File: config.mk
export PLATFORM = sky130hd
export DESIGN_NAME = ysyx_22050598_lsu_flat
export DESIGN_NICKNAME = d
export VERILOG_FILES = /design/src/rtl/ysyx_22050598_lsu_if.sv /design/src/rtl/ysyx_22050598_lsu.sv /design/src/flat_wrapper.sv
export SDC_FILE = /design/constraint.sdc
export NUM_CORES = 1
export LEC_CHECK = 0
export CAP_MARGIN = 10
export CORE_AREA = 2 2 163 165
export CTS_BUF_LIST = sky130_fd_sc_hd__clkbuf_16
export DETAILED_ROUTE_END_ITERATION = 10
export DIE_AREA = 0 0 165 167
export SYNTH_ARGS = -nofsm -noshare
export SYNTH_HDL_FRONTEND = slang
export SYNTH_SLANG_ARGS = --single-unit
File: constraint.sdc
create_clock -name clk -period 10.5 [get_ports clk]
set_input_delay 3.15 -clock clk [delete_from_list [all_inputs] [get_ports clk]]
set_output_delay 3.15 -clock clk [all_outputs]
set_load 0.02 [all_outputs]
File: src/rtl/ysyx_22050598_lsu_if.sv
// Data-memory port of the load/store stage: valid/ready request channel
// plus a valid-only response channel carrying read data or a write ack.
interface ysyx_22050598_lsu_if;
  logic        mem_req_valid;
  logic        mem_req_ready;
  logic        mem_req_we;
  logic [63:0] mem_req_addr;
  logic [63:0] mem_req_wdata;
  logic [7:0]  mem_req_wstrb;
  logic        mem_resp_valid;
  logic [63:0] mem_resp_rdata;

  modport master (
    output mem_req_valid, mem_req_we, mem_req_addr, mem_req_wdata, mem_req_wstrb,
    input  mem_req_ready, mem_resp_valid, mem_resp_rdata
  );

  modport slave (
    input  mem_req_valid, mem_req_we, mem_req_addr, mem_req_wdata, mem_req_wstrb,
    output mem_req_ready, mem_resp_valid, mem_resp_rdata
  );
endinterface

File: src/rtl/ysyx_22050598_lsu.sv
// Load/store stage: lane-aligns stores, extracts/extends loads, stalls the
// front end while an access is outstanding and aborts it after a timeout.
module ysyx_22050598_lsu #(
  parameter int unsigned TIMEOUT_CYCLES = 255
) (
  input  logic                       clk,
  input  logic                       rst,
  input  logic [63:0]                ls_alu_rd_ls_data,
  input  logic                       ls_alu_rd_data_en,
  input  logic                       ls_load_en,
  input  logic                       ls_store_en,
  input  logic [63:0]                ls_store_data,
  input  logic [1:0]                 ls_data_type,
  input  logic [4:0]                 ls_rd_idx,
  input  logic                       ls_load_unsigned,
  input  logic                       ls_inst_is_ebreak,
  ysyx_22050598_lsu_if.master        mem,
  output logic                       ls_stall,
  output logic                       ls_wb_valid,
  output logic                       ls_wb_en,
  output logic [4:0]                 ls_wb_rd_idx,
  output logic [63:0]                ls_wb_data,
  output logic                       ls_wb_ebreak,
  output logic                       ls_misalign,
  output logic                       ls_bus_err
);

  typedef enum logic [1:0] {
    S_IDLE = 2'd0,
    S_REQ  = 2'd1,
    S_WAIT = 2'd2
  } state_e;

  localparam logic [7:0] TIMEOUT_LAST = 8'(TIMEOUT_CYCLES - 32'd1);

  function automatic logic is_misaligned(input logic [1:0] dtype, input logic [2:0] a);
    logic m;
    case (dtype)
      2'b00:   m = 1'b0;
      2'b01:   m = a[0];
      2'b10:   m = |a[1:0];
      2'b11:   m = |a;
      default: m = 1'b0;
    endcase
    return m;
  endfunction

  function automatic logic [7:0] size_mask(input logic [1:0] dtype);
    logic [7:0] m;
    case (dtype)
      2'b00:   m = 8'h01;
      2'b01:   m = 8'h03;
      2'b10:   m = 8'h0F;
      2'b11:   m = 8'hFF;
      default: m = 8'h00;
    endcase
    return m;
  endfunction

  function automatic logic [63:0] load_extend(input logic [63:0] f, input logic [1:0] dtype,
                                              input logic uns);
    logic [63:0] r;
    case (dtype)
      2'b00:   r = {{56{~uns & f[7]}}, f[7:0]};
      2'b01:   r = {{48{~uns & f[15]}}, f[15:0]};
      2'b10:   r = {{32{~uns & f[31]}}, f[31:0]};
      2'b11:   r = f;
      default: r = 64'd0;
    endcase
    return r;
  endfunction

  state_e      state_q, state_d;
  logic [7:0]  cnt_q, cnt_d;
  logic [2:0]  sh_s;
  logic        is_load_s, mem_op_s, misalign_s;
  logic [63:0] field_s;
  logic        req_valid_s, stall_s, wb_valid_s, wb_en_s, misalign_out_s, bus_err_s;

  assign sh_s       = ls_alu_rd_ls_data[2:0];
  assign is_load_s  = ls_load_en & ~ls_store_en;
  assign mem_op_s   = ls_load_en | ls_store_en;
  assign misalign_s = is_misaligned(ls_data_type, sh_s);
  assign field_s    = mem.mem_resp_rdata >> {sh_s, 3'b000};

  assign mem.mem_req_we    = ls_store_en;
  assign mem.mem_req_addr  = {ls_alu_rd_ls_data[63:3], 3'b000};
  assign mem.mem_req_wdata = ls_store_data << {sh_s, 3'b000};
  assign mem.mem_req_wstrb = size_mask(ls_data_type) << sh_s;

  // Next-state, timeout counter and raw handshake/write-back qualifiers.
  always_comb begin
    state_d        = state_q;
    cnt_d          = cnt_q;
    req_valid_s    = 1'b0;
    stall_s        = 1'b0;
    wb_valid_s     = 1'b0;
    wb_en_s        = 1'b0;
    misalign_out_s = 1'b0;
    bus_err_s      = 1'b0;
    case (state_q)
      S_IDLE: begin
        if (!mem_op_s) begin
          wb_valid_s = 1'b1;
          wb_en_s    = ls_alu_rd_data_en & (ls_rd_idx != 5'd0);
        end else if (misalign_s) begin
          misalign_out_s = 1'b1;
          wb_valid_s     = 1'b1;
        end else begin
          req_valid_s = 1'b1;
          stall_s     = 1'b1;
          if (mem.mem_req_ready) begin
            state_d = S_WAIT;
            cnt_d   = 8'd0;
          end else begin
            state_d = S_REQ;
          end
        end
      end
      S_REQ: begin
        req_valid_s = 1'b1;
        stall_s     = 1'b1;
        if (mem.mem_req_ready) begin
          state_d = S_WAIT;
          cnt_d   = 8'd0;
        end else begin
          state_d = S_REQ;
        end
      end
      S_WAIT: begin
        // A response arriving in the timeout cycle still completes the access.
        if (mem.mem_resp_valid) begin
          wb_valid_s = 1'b1;
          wb_en_s    = is_load_s & (ls_rd_idx != 5'd0);
          state_d    = S_IDLE;
          cnt_d      = 8'd0;
        end else if (cnt_q == TIMEOUT_LAST) begin
          bus_err_s  = 1'b1;
          wb_valid_s = 1'b1;
          state_d    = S_IDLE;
          cnt_d      = 8'd0;
        end else begin
          stall_s = 1'b1;
          cnt_d   = cnt_q + 8'd1;
        end
      end
      default: begin
        state_d = S_IDLE;
        cnt_d   = 8'd0;
      end
    endcase
  end

  // State and timeout counter registers.
  always_ff @(posedge clk or negedge rst) begin
    if (!rst) begin
      state_q <= S_IDLE;
      cnt_q   <= 8'd0;
    end else begin
      state_q <= state_d;
      cnt_q   <= cnt_d;
    end
  end

  // Outputs are forced quiet while reset is held, independent of inputs.
  assign mem.mem_req_valid = req_valid_s & rst;
  assign ls_stall          = stall_s & rst;
  assign ls_wb_valid       = wb_valid_s & rst;
  assign ls_wb_en          = wb_en_s & rst;
  assign ls_misalign       = misalign_out_s & rst;
  assign ls_bus_err        = bus_err_s & rst;
  assign ls_wb_rd_idx      = ls_rd_idx;
  assign ls_wb_data        = is_load_s ? load_extend(field_s, ls_data_type, ls_load_unsigned)
                                       : ls_alu_rd_ls_data;
  assign ls_wb_ebreak      = ls_inst_is_ebreak & ls_wb_valid;

endmodule

File: src/flat_wrapper.sv
// flat-port wrapper written by rule: the top's interface ports become plain ports
module ysyx_22050598_lsu_flat 
#(
  parameter int unsigned TIMEOUT_CYCLES = 255
)
  (clk, rst, ls_alu_rd_ls_data, ls_alu_rd_data_en, ls_load_en, ls_store_en, ls_store_data, ls_data_type, ls_rd_idx, ls_load_unsigned, ls_inst_is_ebreak, ls_stall, ls_wb_valid, ls_wb_en, ls_wb_rd_idx, ls_wb_data, ls_wb_ebreak, ls_misalign, ls_bus_err, mem_mem_req_valid, mem_mem_req_we, mem_mem_req_addr, mem_mem_req_wdata, mem_mem_req_wstrb, mem_mem_req_ready, mem_mem_resp_valid, mem_mem_resp_rdata);
  ysyx_22050598_lsu_if mem_i ();
  input  logic clk;
  input  logic rst;
  input  logic [63:0] ls_alu_rd_ls_data;
  input  logic ls_alu_rd_data_en;
  input  logic ls_load_en;
  input  logic ls_store_en;
  input  logic [63:0] ls_store_data;
  input  logic [1:0] ls_data_type;
  input  logic [4:0] ls_rd_idx;
  input  logic ls_load_unsigned;
  input  logic ls_inst_is_ebreak;
  output logic ls_stall;
  output logic ls_wb_valid;
  output logic ls_wb_en;
  output logic [4:0] ls_wb_rd_idx;
  output logic [63:0] ls_wb_data;
  output logic ls_wb_ebreak;
  output logic ls_misalign;
  output logic ls_bus_err;
  output wire logic [$bits(mem_i.mem_req_valid)-1:0] mem_mem_req_valid;
  output wire logic [$bits(mem_i.mem_req_we)-1:0] mem_mem_req_we;
  output wire logic [$bits(mem_i.mem_req_addr)-1:0] mem_mem_req_addr;
  output wire logic [$bits(mem_i.mem_req_wdata)-1:0] mem_mem_req_wdata;
  output wire logic [$bits(mem_i.mem_req_wstrb)-1:0] mem_mem_req_wstrb;
  input wire logic [$bits(mem_i.mem_req_ready)-1:0] mem_mem_req_ready;
  input wire logic [$bits(mem_i.mem_resp_valid)-1:0] mem_mem_resp_valid;
  input wire logic [$bits(mem_i.mem_resp_rdata)-1:0] mem_mem_resp_rdata;
  assign mem_mem_req_valid = mem_i.mem_req_valid;
  assign mem_mem_req_we = mem_i.mem_req_we;
  assign mem_mem_req_addr = mem_i.mem_req_addr;
  assign mem_mem_req_wdata = mem_i.mem_req_wdata;
  assign mem_mem_req_wstrb = mem_i.mem_req_wstrb;
  assign mem_i.mem_req_ready = mem_mem_req_ready;
  assign mem_i.mem_resp_valid = mem_mem_resp_valid;
  assign mem_i.mem_resp_rdata = mem_mem_resp_rdata;
  ysyx_22050598_lsu #(.TIMEOUT_CYCLES(TIMEOUT_CYCLES)) u_core (.clk(clk), .rst(rst), .ls_alu_rd_ls_data(ls_alu_rd_ls_data), .ls_alu_rd_data_en(ls_alu_rd_data_en), .ls_load_en(ls_load_en), .ls_store_en(ls_store_en), .ls_store_data(ls_store_data), .ls_data_type(ls_data_type), .ls_rd_idx(ls_rd_idx), .ls_load_unsigned(ls_load_unsigned), .ls_inst_is_ebreak(ls_inst_is_ebreak), .mem(mem_i), .ls_stall(ls_stall), .ls_wb_valid(ls_wb_valid), .ls_wb_en(ls_wb_en), .ls_wb_rd_idx(ls_wb_rd_idx), .ls_wb_data(ls_wb_data), .ls_wb_ebreak(ls_wb_ebreak), .ls_misalign(ls_misalign), .ls_bus_err(ls_bus_err));
endmodule
* Word level (Yosys, flattened, before mapping)
Cells that the tools add are included.
** Word-level totals
- Bits in registers :: 10
- Input port bits :: 208
- Output and inout bits :: 213
- Logic and storage cells :: 72
** Operators by class
- Add/sub/neg operators :: 1
- Equal/unequal tests :: 9
- Shift operators :: 3
- Mux-type cells :: 34
- Bitwise operators :: 16
- Reductions and logical operators :: 7
** Operators with widths (number)
- $pmux W64 S4 :: 1
- $mux W64 :: 1
- $shl A64 B6 Y64 :: 1
- $shr A64 B6 Y64 :: 1
- $mux W8 :: 5
- $pmux W8 S4 :: 1
- $pmux W8 S3 :: 1
- $mux W1 :: 14
- $and A1 B1 Y1 :: 13
- $mux W2 :: 5
- $add A8 B1 Y8 const B :: 1
- $eq A8 B8 Y1 const B :: 1
- $shl A8 B3 Y8 :: 1
- $eq A2 B2 Y1 const B :: 3
- $pmux W1 S2 :: 3
- $pmux W2 S3 :: 1
- $reduce_bool A5 Y1 :: 1
- $eq A2 B1 Y1 const B :: 2
- $logic_not A2 Y1 :: 2
- $pmux W1 S4 :: 1
- $ne A3 B2 Y1 const B :: 1
- $pmux W1 S3 :: 1
- $reduce_and A3 Y1 :: 1
- $reduce_or A3 Y1 :: 1
- other kinds (6) :: 7

* Logic depth before layout (Yosys ltp)
- Word-level depth :: 7
- Depth in mapped cells :: 9
- Depth with buffers taken out :: 7

* Least setup slack after synthesis
No wires, ideal clock.
- Path type :: input to output
- Start :: input ls_alu_rd_ls_data[1]
- End :: output mem_mem_req_wdata[0]
- Arrival :: 5.032 ns
- Required time :: 7.350 ns
- Slack :: 2.318 ns
- Stages :: 7
- Path buffers :: 5
- Cells stage by stage :: buf_4 -> buf_6 -> buf_2 -> buf_4 -> buf_4 -> nor3_1 -> and2_1
** Between the ends
- Longest elaborated chain between the ends :: 1
** RTL lines
- start: declaration :: line flat_wrapper.sv:10 : input logic [63:0] ls_alu_rd_ls_data;
- $shl A64 B6 Y64 :: line ysyx_22050598_lsu.sv:88 : assign mem.mem_req_wdata = ls_store_data << {sh_s, 3'b000};
- end: declaration :: line flat_wrapper.sv:30 : output wire logic [$bits(mem_i.mem_req_wdata)-1:0] mem_mem_req_wdata;
No other way between the ends.

* Worst setup path after layout
- Start :: input mem_mem_resp_rdata[63]
- End :: output ls_wb_data[21]
** Between the ends
- Longest elaborated chain between the ends :: 4
- Elaborated cells on any way between the ends :: 5
- Those cells by class :: 1 x shift; 2 x mux; 2 x bitwise
** RTL lines
- start: declaration :: line flat_wrapper.sv:34 : input wire logic [$bits(mem_i.mem_resp_rdata)-1:0] mem_mem_resp_rdata;
- $shr A64 B6 Y64 * :: line ysyx_22050598_lsu.sv:84 : assign field_s = mem.mem_resp_rdata >> {sh_s, 3'b000};
- $and A1 B1 Y1 (on tied branches) :: line ysyx_22050598_lsu.sv:65, ysyx_22050598_lsu.sv:64
- $pmux W64 S4 * :: line ysyx_22050598_lsu.sv:63 : case (dtype)
- $mux W64 * :: line ysyx_22050598_lsu.sv:173 : assign ls_wb_data = is_load_s ? load_extend(field_s, ls_data_type, ls_load_unsigned)
- end: declaration :: line flat_wrapper.sv:23 : output logic [63:0] ls_wb_data;
Mark *: on every way between the ends. The rest lies on a longest branch, timed or not. The select of a mux whose other input is x is not followed.

==> summary.md <==
| Metric | Value |
|---|---|
| Tot Pwr | 0.654 mW |
| Nature of the critical path endpoint | primary output |
| WL per Instance | 20.8 µm |
| Width of the die | 165 µm |
| Starting density of the core | 22.6% |
| # port buffers | 417 |
| Post-synth EDFFs | 0 |
| Max Buffers Root-to-Sink | 2 |
| Post-CTS Repair Setup Buffers | 0 |
| Pre-CTS WS | 1230 ps |
| Fin util | 37.9% |
| Pwr Density | 67.1 nW/µm² |
| Tcrit/Tclk final | 88.9% |
| Worst-Margin Slew | 1170 ps |
| Crit path DAT | 6180 ps |
| Final Skew | 4.98 ps |
| Clock Pin Slew Worst Setup and Hold Paths | 40 ps |
| Clk_lat worst skew | 240 ps |
| # IOs | 421 |
| Hold_buf cts | 0 |
| CTS Root Buffer Type | clkbuf_16 |
| Die height | 167 µm |
| Most frequent cells in the layout | 414 x clkdlybuf4s50_1, 120 x nor2_1, 117 x mux2i_1 |
| YS warnings | 0 |
| Ant. Diodes | 0 |
| Clock Sink Count | 10 |
| Via count of the routed design | 7677 |
| Total CTS buffers | 3 |
| H-tree level count | 1 |
| Gpl congestion | 0.893 |
| # setup viols final | 0 |
| Setup TNS | 0 ps |
| Sequential cell area fraction in the yosys report | 4.29% |
| CP required | 7350 ps |
| Layout area overhead | 67.2% |
| Top-area cell type share of the netlist area | 20.1% |
| Final net count | 1383 |
| Fraction of layout cells with a size suffix above 1 | 5.89% |
| Row cnt | 59 |
| Antenna violations before repair | 2 |
| Initial DRC Count | 564 |
| Synth Instances | 884 |
| Ys flop type | dfrtp_1 |
| Largest fanout on the critical path | 16 |
| Setup slack after layout | 1170 ps |
| Type of the worst setup path | input port to primary output |
| Post-layout minimum cycle time | 9330 ps |
| Final hold vios | 0 |
| Max-slew violations | 0 |
| Distinct cell type count after synthesis | 53 |
| Unrepaired setup endpoints after global routing | no |
| Worst Hold Class | flip-flop to flip-flop |
| Max IR drop VDD | 48.1 µV |
| Most common cell after layout, fill and taps aside | clkdlybuf4s50_1 |
| Post-CTS sizing | 0 |
| Post-route ant nets | 0 |
| # DRC | 0 |
| Post-Syn Area | 5830 µm² |
| TritonCTS clock tree | yes |
| Dpl hpwl | 24.7 mm |
| Drt via density | 5.09 |
| Number of global-route vias before repair | 7442 |
| Achievable Freq | 0.107 GHz |
| Area contributors post-synth | mux2i_1 20%, buf_4 10%, a21oi_1 9.2% |
| P_leak | 3.77 nW |
| Maxcap violations | 0 |
| Crit start category | input port |
| Max transition margin | 21.7% |
| Largest net degree at the start of global routing | 94 |
| First-pass iteration count of the detailed router | 5 |
| Core Footprint | 25800 µm² |
| Outcome | completed |
| Aggregate global routing overflow | 0 |
| Ys async rst share | 100% |
| GRT Resource Usage Total | 21.4% |
| Routed wire length | 31.3 mm |
| First-pass GRT wire length | 45.9 mm |
| Mean Syn Cell Area | 6.60 µm² |
| DIE AREA | 27600 µm² |
| Post-synthesis register bit count | 10 |
| Yosys top cell by area | mux2i_1 |
==> flip-flops by register name, summed over array words and instances, names as in the netlist <==
name / flops
u_core.cnt_q: 8
u_core.state_q: 2
==> report_power, final <==
group	switching, mW	leakage (nW)	internal, mW
Combinational	0.280	3.59	0.256
Clock	0.0192	0.0385	0.0501
Sequential	0.00658	0.137	0.0422
==> stage by stage <==
stage / std cells / area [µm²] / hold WS (ps)
after floorplan: 886 / 5840 / 467
after global placement: 1503 / 9680 / 496
after detailed placement: 1503 / 9680 / 507
after CTS: 1507 / 9760 / 512
after global routing: 1507 / 9760 / 542
final: 1507 / 9760 / 518
==> routing by layer <==
| layer | track usage [%] | routed length (µm) | part of all wire [%] |
|---|---|---|---|
| met1 | 27.3 | 12900 | 41 |
| met2 | 37.4 | 15400 | 49 |
| met3 | 2.79 | 2020 | 6.4 |
| met4 | 5.82 | 929 | 3.0 |
| met5 | 0 | 23 | 0.074 |
==> final timing paths <==
path,from,to,slack (ps),depth (start not counted)
worst max-delay path,mem_mem_resp_rdata[63],ls_wb_data[21],1170,7
worst min-delay path,u_core.cnt_q[7],u_core.cnt_q[7],520,1
worst max register to register,u_core.state_q[1],u_core.cnt_q[5],8680,4
worst min register to register,u_core.cnt_q[7],u_core.cnt_q[7],520,1
max in group asynchronous,rst,u_core.cnt_q[3],6790,1
min in group asynchronous,rst,u_core.state_q[1],3300,1
==> Yosys cell counts, drive strengths merged (4+ instances only) <==
master	n
nor2	120
buf	118
mux2i	117
a21oi	107
nand2	59
o21ai	56
clkbuf	36
a31oi	30
a211oi	29
mux2	29
nor2b	29
o22ai	25
and2	15
nand3	15
dfrtp	10
o22a	8
nand3b	7
nor3	7
o2bb2ai	7
a211o	5
nand2b	5
nor3b	5
inv	4
mux4	4
o211ai	4
o31ai	4
or2	4
==> cell type report <==
class	count	area, µm²
Fill cell	2700	16000
Clock buffer	3	75.1
Multi-Input combinational cell	717	4680
Timing Repair Buffer	436	4310
Inverter	5	18.8
Clock inverter	1	3.75
Tap cell	335	419
Sequential cell	10	250
==> worst max-delay path: stages <==
cell and delay [ps]:
clkdlybuf4s50_1 500, mux2i_1 360, mux4_2 360, nor3_4 60, a31oi_2 910, a31oi_1 220
clkdlybuf4s50_1 610
==> kinds of logic (layout without fill, tap and decap cells) <==
family	Yosys count	count (layout)	share of synthesized area (%)
compound gates	292	292	30.7
fa+ha+maj	2	2	0.429
buf+inv	159	445	16.1
flops	10	10	4.29
mux	150	150	27.2
other cells	1	3	0.0643
simple gates	270	270	21.3
Note: power is estimated with default switching activity, not from simulation.
